==> src/rtl/hazard_ctrl_mc.sv <==
// Pipeline hazard controller: E/D forwarding, load-use stall, branch/redirect flush, mul/div stall FSM.
// Latency: forwarding/stall/flush outputs are combinational; FSM state and perf counters update on clk.
// Backpressure: a multi-cycle op holds F/D/E for MD_LAT-1 cycles; redirectM overrides every stall.
// Optional feature macro: HAZ_PERF_CNT_EN adds saturating perf counters (perf_ldstall/perf_mdstall/perf_flush).

`ifndef NO_FWD
`define NO_FWD  2'b00
`endif
`ifndef FWD_WB
`define FWD_WB  2'b01
`endif
`ifndef FWD_MEM
`define FWD_MEM 2'b10
`endif

module hazard_ctrl_mc #(
    parameter int REG_AW = 5,
    parameter int MD_LAT = 4
`ifdef HAZ_PERF_CNT_EN
    ,
    parameter int PERF_W = 32
`endif
) (
    input  logic              clk,
    input  logic              rst_n,
    input  logic [REG_AW-1:0] rs1D,
    input  logic [REG_AW-1:0] rs2D,
    input  logic [REG_AW-1:0] rs1E,
    input  logic [REG_AW-1:0] rs2E,
    input  logic [REG_AW-1:0] rdE,
    input  logic [REG_AW-1:0] rdM,
    input  logic [REG_AW-1:0] rdW,
    input  logic              memtoregE,
    input  logic              writesregM,
    input  logic              writesregW,
    input  logic              mdstartE,
    input  logic              branchtakenE,
    input  logic              redirectM,
    output logic [1:0]        forwardAE,
    output logic [1:0]        forwardBE,
    output logic              forwardAD,
    output logic              forwardBD,
    output logic              stallF,
    output logic              stallD,
    output logic              stallE,
    output logic              flushD,
    output logic              flushE,
    output logic              flushM,
    output logic              mdbusy,
    output logic              mddoneE
`ifdef HAZ_PERF_CNT_EN
    ,
    output logic [PERF_W-1:0] perf_ldstall,
    output logic [PERF_W-1:0] perf_mdstall,
    output logic [PERF_W-1:0] perf_flush
`endif
);

    localparam int CNT_W = $clog2(MD_LAT + 1);
    localparam bit MD_MULTI = (MD_LAT > 1);
    // Counter starts at MD_LAT-2: the IDLE start cycle plus MD_LAT-1 BUSY cycles gives MD_LAT in E.
    localparam logic [CNT_W-1:0] CNT_INIT = MD_MULTI ? CNT_W'(MD_LAT - 2) : '0;
    localparam logic [CNT_W-1:0] CNT_ONE  = CNT_W'(1);

    typedef enum logic {S_IDLE = 1'b0, S_BUSY = 1'b1} state_t;

    state_t           state_q;
    logic [CNT_W-1:0] cnt_q;
    logic             mdstall;
    logic             loadstall;

    // Operand source select for E: M beats W, register 0 never forwards.
    function automatic logic [1:0] fwd_sel(input logic [REG_AW-1:0] rs,
                                           input logic [REG_AW-1:0] rd_m, input logic wr_m,
                                           input logic [REG_AW-1:0] rd_w, input logic wr_w);
        if (rs != '0 && rs == rd_m && wr_m)      return `FWD_MEM;
        else if (rs != '0 && rs == rd_w && wr_w) return `FWD_WB;
        else                                     return `NO_FWD;
    endfunction

    assign forwardAE = fwd_sel(rs1E, rdM, writesregM, rdW, writesregW);
    assign forwardBE = fwd_sel(rs2E, rdM, writesregM, rdW, writesregW);
    assign forwardAD = (rs1D != '0) && (rs1D == rdW) && writesregW;
    assign forwardBD = (rs2D != '0) && (rs2D == rdW) && writesregW;

    assign mdstall   = ((state_q == S_IDLE) && mdstartE && MD_MULTI) ||
                       ((state_q == S_BUSY) && (cnt_q != '0));
    assign mddoneE   = ((state_q == S_IDLE) && mdstartE && !MD_MULTI) ||
                       ((state_q == S_BUSY) && (cnt_q == '0) && !redirectM);
    assign mdbusy    = (state_q == S_BUSY);
    assign loadstall = memtoregE && (rdE != '0) && ((rdE == rs1D) || (rdE == rs2D));

    // Stall/flush arbitration: redirect > multi-cycle stall > taken branch > load-use.
    always_comb begin
        stallF = 1'b0;
        stallD = 1'b0;
        stallE = 1'b0;
        flushD = 1'b0;
        flushE = 1'b0;
        flushM = 1'b0;
        if (redirectM) begin
            flushD = 1'b1;
            flushE = 1'b1;
            flushM = 1'b1;
        end else if (mdstall) begin
            stallF = 1'b1;
            stallD = 1'b1;
            stallE = 1'b1;
            flushM = 1'b1;
        end else if (branchtakenE) begin
            flushD = 1'b1;
            flushE = 1'b1;
        end else if (loadstall) begin
            stallF = 1'b1;
            stallD = 1'b1;
            flushE = 1'b1;
        end
    end

    // Multi-cycle execute sequencer; mdstartE is ignored while BUSY, redirect aborts.
    always_ff @(posedge clk) begin
        if (!rst_n) begin
            state_q <= S_IDLE;
            cnt_q   <= '0;
        end else begin
            case (state_q)
                S_IDLE: begin
                    if (mdstartE && !redirectM && MD_MULTI) begin
                        state_q <= S_BUSY;
                        cnt_q   <= CNT_INIT;
                    end
                end
                S_BUSY: begin
                    if (redirectM || (cnt_q == '0)) begin
                        state_q <= S_IDLE;
                        cnt_q   <= '0;
                    end else begin
                        cnt_q <= cnt_q - CNT_ONE;
                    end
                end
                default: begin
                    state_q <= S_IDLE;
                    cnt_q   <= '0;
                end
            endcase
        end
    end

`ifdef HAZ_PERF_CNT_EN
    logic [PERF_W-1:0] ld_cnt_q, md_cnt_q, fl_cnt_q;
    // Counters track stalls that actually take effect after arbitration.
    wire ld_evt = loadstall && !redirectM && !mdstall && !branchtakenE;
    wire md_evt = mdstall && !redirectM;
    wire fl_evt = flushD || flushE;

    // Saturating event counters.
    always_ff @(posedge clk) begin
        if (!rst_n) begin
            ld_cnt_q <= '0;
            md_cnt_q <= '0;
            fl_cnt_q <= '0;
        end else begin
            if (ld_evt && (ld_cnt_q != '1)) ld_cnt_q <= ld_cnt_q + PERF_W'(1);
            if (md_evt && (md_cnt_q != '1)) md_cnt_q <= md_cnt_q + PERF_W'(1);
            if (fl_evt && (fl_cnt_q != '1)) fl_cnt_q <= fl_cnt_q + PERF_W'(1);
        end
    end

    assign perf_ldstall = ld_cnt_q;
    assign perf_mdstall = md_cnt_q;
    assign perf_flush   = fl_cnt_q;
`endif

endmodule
==> config.mk <==
export PLATFORM = sky130hd
export DESIGN_NAME = hazard_ctrl_mc
export DESIGN_NICKNAME = d
export VERILOG_FILES = /design/src/rtl/hazard_ctrl_mc.sv
export SDC_FILE = /design/constraint.sdc
export NUM_CORES = 1
export LEC_CHECK = 0
export CAP_MARGIN = 5
export CORE_AREA = 3 3 42 71
export CTS_CLUSTER_DIAMETER = 120
export DETAILED_ROUTE_END_ITERATION = 10
export DIE_AREA = 0 0 45 74
export PLACE_DENSITY = 0.86
export SETUP_SLACK_MARGIN = 0.3
export SLEW_MARGIN = 10
export SYNTH_ARGS = -nofsm -noshare
export SYNTH_HDL_FRONTEND = slang
export SYNTH_SLANG_ARGS = --single-unit
==> constraint.sdc <==
create_clock -name clk -period 1.7 [get_ports clk]
set_input_delay 0.34 -clock clk [delete_from_list [all_inputs] [get_ports clk]]
set_output_delay 0.34 -clock clk [all_outputs]
set_load 0.03 [all_outputs]
==> run metrics <==
RD Place Congestion 0.871; commonest non-fill, non-tap cell in the layout buf_4; max frequency 0.485 GHz; total die area 3330 um2; Post-synth ARST share 0; row cnt 24; mux cell area share after synthesis 0.0119; Final Hold Viols 0; critical path type in -> out; Synth Area in Compound Gates 0.107; worst vdd ir ~0.34 mV; Fillers between 90 and 100; post-synthesis sequential area ratio 0.0948; simple-gate share of the synthesized area 0.314; Tot Pwr roughly 900 uW; Initial Util 0.335; fin crit period 2.06 ns; synth warn 0; leakage power around 1 nW; port bufs 56; startpoint types primary input; CTS tree yes; Net count, final 272; Layout area overhead 170%; CTS clk-pin slew, worst paths 0.03 ns; Die H between 70 and 80 um; crit path max fanout 2; CP Cell Sequence buf_6 -> or4_4 -> nor2_4 -> nor4_4 -> buf_4 -> nor4_4 -> buf_6; vias per inst 5.35; EDFF count, synth 0; WP data required ~1.4 ns; Worst-Skew Late Latency around 0.22 ns; Syn Nets 155; Final Max Slew Viols 0; fraction of the mapped netlist area in adder cells 0.0296; Hold Path Class reg -> reg; slowest stage delay, CP 0.54 ns; RSZ-0062 raised after global routing yes; Worst Setup Slack, final -0.364 ns; vias in the first global route 1532; Max Cap Viol 0; Residual DRC 0; final worst-path cycle share 1.21; Post-CTS Hold Fix Bufs 0; clock root buffer master clkbuf_8; via count 1343; worst slew pin tran between 0.3 and 0.4 ns; Post-Syn Area 845 um2; Mapped Cells 110; most frequent cells in the layout buf_4 (43), buf_6 (42), xor2_1 (15); Total Routed Length 4840 um; CP max-delay cell or4_4; status finished with violations; top_reg_cell synth dfxtp_1; PD cells 385 nW/um2; die width between 40 and 50 um; Total GRT Usage 0.296; GRT Residual Overflow 0; Antenna Cells 0; antenna viol nets, final 0; failing checks setup timing; Clock Path Buffers 2; drt initial violations 40; Post-Synth XOR/XNOR Area 0.394; Netlist cell types 32; first-pass GRT wire length 7200 um; Post-Route Skew around 0.0013 ns; crit path DAT between 1.5 and 2 ns; proportion of layout cells with a drive suffix above 1 0.702; H-tree depth 1; Syn Area/Cell 7.68 um2; Pre-antenna DRT Iters 4; largest family of logic cells by synthesized area XOR/XNOR gates; initial antenna violation count 0; Num CTS Buffers 3; final setup vio count 11; clock sinks 4; DP HPWL 3040 um; Core Area roughly 2500 um2; worst rel slew slack 0.795; Hold Slack 0.649 ns; Avg WL per Cell 19.3 um; Seq cells post-synth 4; I/O pin total 57; CP endpoint kind output pin; largest net degree at the start of global routing 7
==> cell families after synthesis <==
kind of cell / count (synthesis)
xor gates and xnor gates: 38
and+or+nand+nor: 41
adders and majority gates: 2
buffers and inverters: 10
muxes: 1
AOI/OAI and AO/OA: 14
DFF: 4
==> critical path, delay by kind of cell <==
family,cells,cell delay (ns)
buffers and inverters,3,0.42
and+or+nand+nor,4,0.97
==> what timing repair did <==
action | CTS | global route
setup endpoints to repair | 15 | 15
pin swaps | 42 | 17
resized for setup | 224 | 19
setup buffers | 8 | 4
==> final timing paths <==
path              startpoint      endpoint  slack (ns)  depth (start not counted)
setup reg to reg    cnt_q[1]      cnt_q[1]        0.29                          9
setup / recovery     rs2E[2]  forwardBE[0]       -0.36                          7
hold reg to reg     cnt_q[0]      cnt_q[0]        0.65                          3
hold / removal      cnt_q[0]      cnt_q[0]        0.65                          3
==> layer usage <==
layer  track usage  part of all wire
met4         0.150             0.038
met2         0.569              0.58
met5             0                 0
met3        0.0557             0.068
met1         0.280              0.32
==> power breakdown <==
| part | switching (mW) | internal [mW] | total (mW) |
|---|---|---|---|
| Sequential | 0.00310 | 0.0984 | 0.102 |
| Combinational | 0.263 | 0.308 | 0.570 |
| Clock | 0.0543 | 0.151 | 0.206 |
==> stage by stage <==
stage	setup WS, ns	TNS (ns)	utilization	area (um2)	cells
2_1_floorplan	-0.209	-0.462	-	1030	110
3_3_place_gp	-0.950	-6.63	0.752	1900	236
3_5_place_dp	-0.995	-7.01	0.752	1900	236
4_1_cts	-0.415	-1.36	0.871	2200	247
5_1_grt	-0.409	-1.95	0.903	2280	251
6_report	-0.364	-1.42	0.903	2280	251
==> cell type report <==
type	count	area [um2]	share of cell area
inverter	4	15.0	0.00659
timing repair buffer	118	1070	0.472
clock buffer	3	41.3	0.0181
tap	26	32.5	0.0143
multi-input combinational	96	1030	0.452
sequential	4	83.8	0.0368
==> flip-flops by register name, summed over array words and instances, names as in the netlist <==
| signal | cells |
|---|---|
| cnt_q | 3 |
| mdbusy | 1 |
==> cells in the mapped netlist (all sizes together), types with 2 or more instances <==
library cell,count,area (um2)
dfxtp,4,80.1
nand3,2,10.0
clkbuf,4,15.0
nor4,5,56.3
nor2b,2,12.5
inv,4,15.0
buf,2,11.3
o22ai,2,12.5
nor2,10,52.6
or4,3,30.0
ha,2,25.0
nand2,3,11.3
nand2b,2,12.5
a21oi,4,20.0
nor3,6,30.0
xor2,20,175
a22oi,2,15.0
xnor2,18,158
nand4,4,25.0
and2,3,18.8
(Power assumes the default switching activity.)
